--- config.mk ---
export PLATFORM = sky130hd
export DESIGN_NAME = fetch_unit
export DESIGN_NICKNAME = d
export VERILOG_FILES = /design/src/rtl/fetch_unit.sv
export SDC_FILE = /design/constraint.sdc
export NUM_CORES = 1
export LEC_CHECK = 0
export BUFFER_PORTS_ARGS = -buffer_cell sky130_fd_sc_hd__clkbuf_2
export CORE_UTILIZATION = 52
export DETAILED_ROUTE_END_ITERATION = 8
export GPL_ROUTABILITY_DRIVEN = 1
export PLACE_DENSITY = 0.88
export SYNTH_ARGS = -nofsm -noshare
export SYNTH_HDL_FRONTEND = slang
export SYNTH_SLANG_ARGS = --single-unit
--- constraint.sdc ---
create_clock -name clk -period 2.2 [get_ports clk]
set_clock_uncertainty 0.05 [all_clocks]
set_input_delay 0.44 -clock clk [delete_from_list [all_inputs] [get_ports clk]]
set_output_delay 0.44 -clock clk [all_outputs]
set_load 0.01 [all_outputs]
--- src/rtl/fetch_unit.sv ---
// Instruction fetch stage: reads words at pc, hands them to the control unit
// with a run/done handshake, then advances or branches. Stops on HALT_WORD.
module fetch_unit #(
  parameter int                 ADDR_W    = 8,
  parameter int                 INSTR_W   = 16,
  parameter logic [INSTR_W-1:0] HALT_WORD = 16'hFFFF,
  parameter int                 TIMEOUT   = 15
) (
  input  logic               clk,
  input  logic               reset,
  input  logic               start,
  output logic               mem_rd,
  output logic [ADDR_W-1:0]  mem_addr,
  input  logic [INSTR_W-1:0] mem_rdata,
  input  logic               mem_valid,
  output logic [INSTR_W-1:0] instruction,
  output logic               run,
  input  logic               done,
  input  logic               pc_load,
  input  logic [ADDR_W-1:0]  pc_load_val,
  output logic [ADDR_W-1:0]  pc,
  output logic [15:0]        instr_count,
  output logic               halted,
  output logic               err
);

  typedef enum logic [2:0] {IDLE, REQ, WAIT, EXEC, NEXT, HALTED} state_t;

  state_t     state, state_next;
  logic [7:0] wait_cnt;
  logic       exec_armed;
  logic       timeout_hit;
  logic       is_halt;

  assign timeout_hit = (wait_cnt == 8'(TIMEOUT - 1));
  assign is_halt     = (mem_rdata == HALT_WORD);
  assign mem_addr    = pc;

  always_comb begin
    state_next = state;
    case (state)
      IDLE:    if (start) state_next = REQ;
      REQ:     state_next = WAIT;
      WAIT: begin
        if (mem_valid)        state_next = is_halt ? HALTED : EXEC;
        else if (timeout_hit) state_next = IDLE;
      end
      EXEC:    if (exec_armed && done) state_next = NEXT;
      NEXT:    state_next = start ? REQ : IDLE;
      HALTED:  state_next = HALTED;
      default: state_next = IDLE;
    endcase
  end

  // run and mem_rd are flops loaded from the next state so they are glitch-free
  // and still cleared immediately by the asynchronous reset.
  always_ff @(posedge clk or posedge reset) begin
    if (reset) begin
      state       <= IDLE;
      mem_rd      <= 1'b0;
      run         <= 1'b0;
      wait_cnt    <= '0;
      exec_armed  <= 1'b0;
      instruction <= '0;
      pc          <= '0;
      instr_count <= '0;
      halted      <= 1'b0;
      err         <= 1'b0;
    end else begin
      state      <= state_next;
      mem_rd     <= (state_next == REQ);
      run        <= (state_next == EXEC);
      // done only counts from the second EXEC cycle onwards
      exec_armed <= (state == EXEC);
      case (state)
        IDLE: if (start) err <= 1'b0;
        REQ:  wait_cnt <= '0;
        WAIT: begin
          if (mem_valid) begin
            if (is_halt) halted      <= 1'b1;
            else         instruction <= mem_rdata;
          end else if (timeout_hit) begin
            err <= 1'b1;
          end else begin
            wait_cnt <= wait_cnt + 8'd1;
          end
        end
        NEXT: begin
          if (instr_count != 16'hFFFF) instr_count <= instr_count + 16'd1;
          pc <= pc_load ? pc_load_val : pc + ADDR_W'(1);
        end
        default: ;
      endcase
    end
  end

endmodule
==> summary.md <==
| Metric | Value |
|---|---|
| Async SR Flop Fraction | `100%` |
| Final setup viols | `0` |
| DR WL/cell | `between 10 and 15 microns` |
| Detailed-route DRC error count | `0` |
| Die height | `75.7 microns` |
| H-tree Lvls | `2` |
| Outcome | `complete, no violations` |
| Wire length on met1 | `around 2.5 mm` |
| CTS Buf Count | `5` |
| Slowest-stage cell, CP | `or4_1` |
| Hold Path Class | `primary input to async pin` |
| GP Congestion | `between 0.8 and 0.9` |
| Critical path type | `register to register` |
| CP Max Fanout | `6` |
| Seq pwr share | `between 40% and 50%` |
| Routed wl met3 | `around 280 microns` |
| Dpl cells | `around 400` |
| Largest net degree at the start of global routing | `31` |
| PortBufs | `81` |
| Nets | `between 300 and 400` |
| CTS tree | `done` |
| Switching Share | `a little over a third` |
| WHS | `~0.10 ns` |
| Cell Int Power | `approximately 2.2 mW` |
| Post-synth top area cell | `dfrtp_1` |
| #FFs+latches synth | `56` |
| CP Capture Type | `register` |
| Global route overflow | `0` |
| Sw Pwr | `1.25 mW` |
| Post-route setup TNS | `0 ns` |
| Slew headroom | `62.1%` |
| Avg Cell Area, Syn | `around 11 sq um` |
| Initial Util | `a little over half` |
| Post-synth top flop | `dfrtp_1` |
| Layout cells sized above 1 | `38.6%` |
| Initial antenna violation count | `0` |
| DR top layer | `met4` |
| Final hold vios | `0` |
| Synth Warn # | `0` |
| Critical path's top delay family | `simple AND/OR/NAND/NOR gates` |
| Static leakage | `roughly 1.6 nW` |
| Count leader, synth | `dfrtp_1` |
| Non-Filler Instances | `approximately 410` |
| I/O pin cnt | `slightly above 80` |
| Post-synth top area share | `just under 50%` |
| Unique cell type count in the Yosys netlist | `53` |
| Post-DP HPWL | `between 4 and 5 mm` |
| F_max | `about 500 MHz` |
| CTS-repair resized insts | `0` |
| Clock-pin slew on the worst setup and hold paths | `0.11 ns` |
| Crit path cell chain | `ha_1 -> inv_1 -> or4_1 -> o21ai_2 -> mux2_1` |
| Placed Area | `between 3000 and 4000 sq um` |
| Antenna diodes | `0` |
| Die ar. | `~5700 sq um` |
| Setup bufs post-CTS | `0` |
| Max-Cap Viols | `0` |
| Post-synthesis sequential area ratio | `49.6%` |
| Mapped Cells | `between 200 and 300` |
| Synth top cells by count | `dfrtp_1 (56), nand2_1 (20), mux2_2 (16)` |
| P per Cell Area | `between 1000 and 1500 nW/um^2` |
| Pins Over Slew Limit | `0` |
| Clock power frac | `roughly 17%` |
| Final instance area | `between 3000 and 4000 sq um` |
| Crit share post-route | `93.1%` |
| Via density | `roughly 5.5` |
| Net Count, Synth | `between 200 and 300` |
| Buf/Inv on CP | `1` |
| Arrival time worst endpoint | `roughly 2.2 ns` |
| Max VDD drop | `approximately 750 uV` |
| Root Buffer | `clkbuf_8` |
| Worst path required time | `between 2 and 2.5 ns` |
| Startpoint Class | `register` |
| Hold buffers post-CTS | `0` |
| Initial DRC Count | `between 70 and 80` |
| Ranking of synthesized cells by area | `dfrtp_1 (50%), mux2_2 (6.4%), xnor2_1 (3.1%)` |
| Clock Path Buffers | `2` |
| EDFF count, synth | `0` |
| TritonCTS Sinks | `56` |
| RSZ-0062 raised after global routing | `false` |
| Core area | `5170 sq um` |
| Via count | `2,262` |
| Layout fillers | `about 390` |
| Worst Max-Slew Pin Slew | `0.568 ns` |
| Comb power frac | `37.0%` |
| Multi-input gate area | `about 1300 sq um` |
| Vias in the first global route | `2,163` |
| Post-Route WL | `approximately 5.7 mm` |
| FF+latch area | `about 1400 sq um` |
| Global-route wire length before repair | `9.49 mm` |
| Worst skew pair latency | `around 0.32 ns` |
| Horiz. Die Dim | `75.7 microns` |
| Layout area overhead | `20.1%` |
| Critical Path Max Stage Delay | `approximately 0.64 ns` |
| GRT Util Overall | `between 20 and 25%` |
| FP Rows | `26` |
| Pre-Repair DR Iteration Count | `4` |
| Synth Cell Area | `between 2000 and 3000 sq um` |
| Period minus WS final | `2.05 ns` |
| Antenna Nets Post-Route | `0` |
| Met2 routed WL | `roughly 2.8 mm` |
layout by cell type, fill, tap and decap left out, drive strengths merged, types with 2 or more instances in the layout:
| cell | count |
|---|---|
| or3 | 2 |
| nand4 | 12 |
| o2111ai | 2 |
| dfrtp | 56 |
| nor4 | 4 |
| mux2i | 4 |
| a22oi | 3 |
| o21ai | 14 |
| nor3b | 5 |
| or4b | 2 |
| inv | 9 |
| buf | 13 |
| clkbuf | 86 |
| nor2 | 15 |
| o2bb2ai | 2 |
| xor2 | 4 |
| or4 | 5 |
| ha | 4 |
| o211ai | 5 |
| mux2 | 18 |
| and3 | 2 |
| nand2 | 21 |
| a21oi | 7 |
| xnor2 | 10 |
| nand3 | 13 |
| nor3 | 5 |
routing by layer:
metal / vias to the layer above / global-route usage, %
met4: 0 / 5.76
met3: 7 / 5.16
met1: 1095 / 27.3
met2: 63 / 37.5
met5: - / 0
li1: 1097 / -
power by group through the flow:
| stage | clock [mW] | sequential, mW | combinational, mW |
|---|---|---|---|
| after floorplan | 0 | 1.67 | 0.788 |
| after global placement | 0 | 1.59 | 1.24 |
| after detailed placement | 0 | 1.62 | 1.28 |
| after CTS | 0.572 | 1.60 | 1.29 |
| after global routing | 0.607 | 1.65 | 1.41 |
| final | 0.568 | 1.60 | 1.27 |
worst paths after layout:
check                           slack (ns)                          to  depth (start not counted)                       start
max in group asynchronous             1.44     wait_cnt[2]$_DFFE_PP0P_                          3                       reset
min in group clk                      0.32  instruction[3]$_DFFE_PP0P_                          2                mem_rdata[3]
worst min register to register        0.42          halted$_DFFE_PP0P_                          1          halted$_DFFE_PP0P_
worst max-delay path                  0.15  instr_count[1]$_DFFE_PP0P_                          5  instr_count[0]$_DFFE_PP0P_
worst min-delay path                  0.10  instr_count[3]$_DFFE_PP0P_                          2                       reset
worst max register to register        0.15  instr_count[1]$_DFFE_PP0P_                          5  instr_count[0]$_DFFE_PP0P_
registers in the layout, summed over array words and instances, names as in the netlist, 3 cells and up:
signal and cells:
instr_count 16, instruction 16, mem_addr 8, wait_cnt 8
state 3
logic make-up (layout without fill, tap and decap cells):
group / after synthesis / count (layout) / share of synthesized area (%)
simple gates: 95 / 95 / 19.9
xor+xnor: 14 / 14 / 4.34
compound gates: 42 / 42 / 10.3
flops: 56 / 56 / 49.6
fa+ha+maj: 4 / 4 / 1.77
buf+inv: 27 / 109 / 5.32
mux: 22 / 22 / 8.73
through the flow:
| stage | total power, mW | utilization, % | setup slack, ns |
|---|---|---|---|
| 2_1_floorplan | 2.45 | - | 0.199 |
| 3_3_place_gp | 2.83 | 63.9 | 0.228 |
| 3_5_place_dp | 2.90 | 63.9 | 0.164 |
| 4_1_cts | 3.45 | 65.6 | 0.152 |
| 5_1_grt | 3.66 | 65.6 | 0.0559 |
| 6_report | 3.44 | 65.6 | 0.153 |
layout make-up:
type,instances,share of cell area (%)
flip-flops and latches,56,41.3
inverters,8,0.885
clock buffers,5,2.03
well taps,70,2.58
multi-input cells,177,37.5
repair buffers,94,15.2
clock inverters,2,0.480
(Power assumes the default switching activity.)
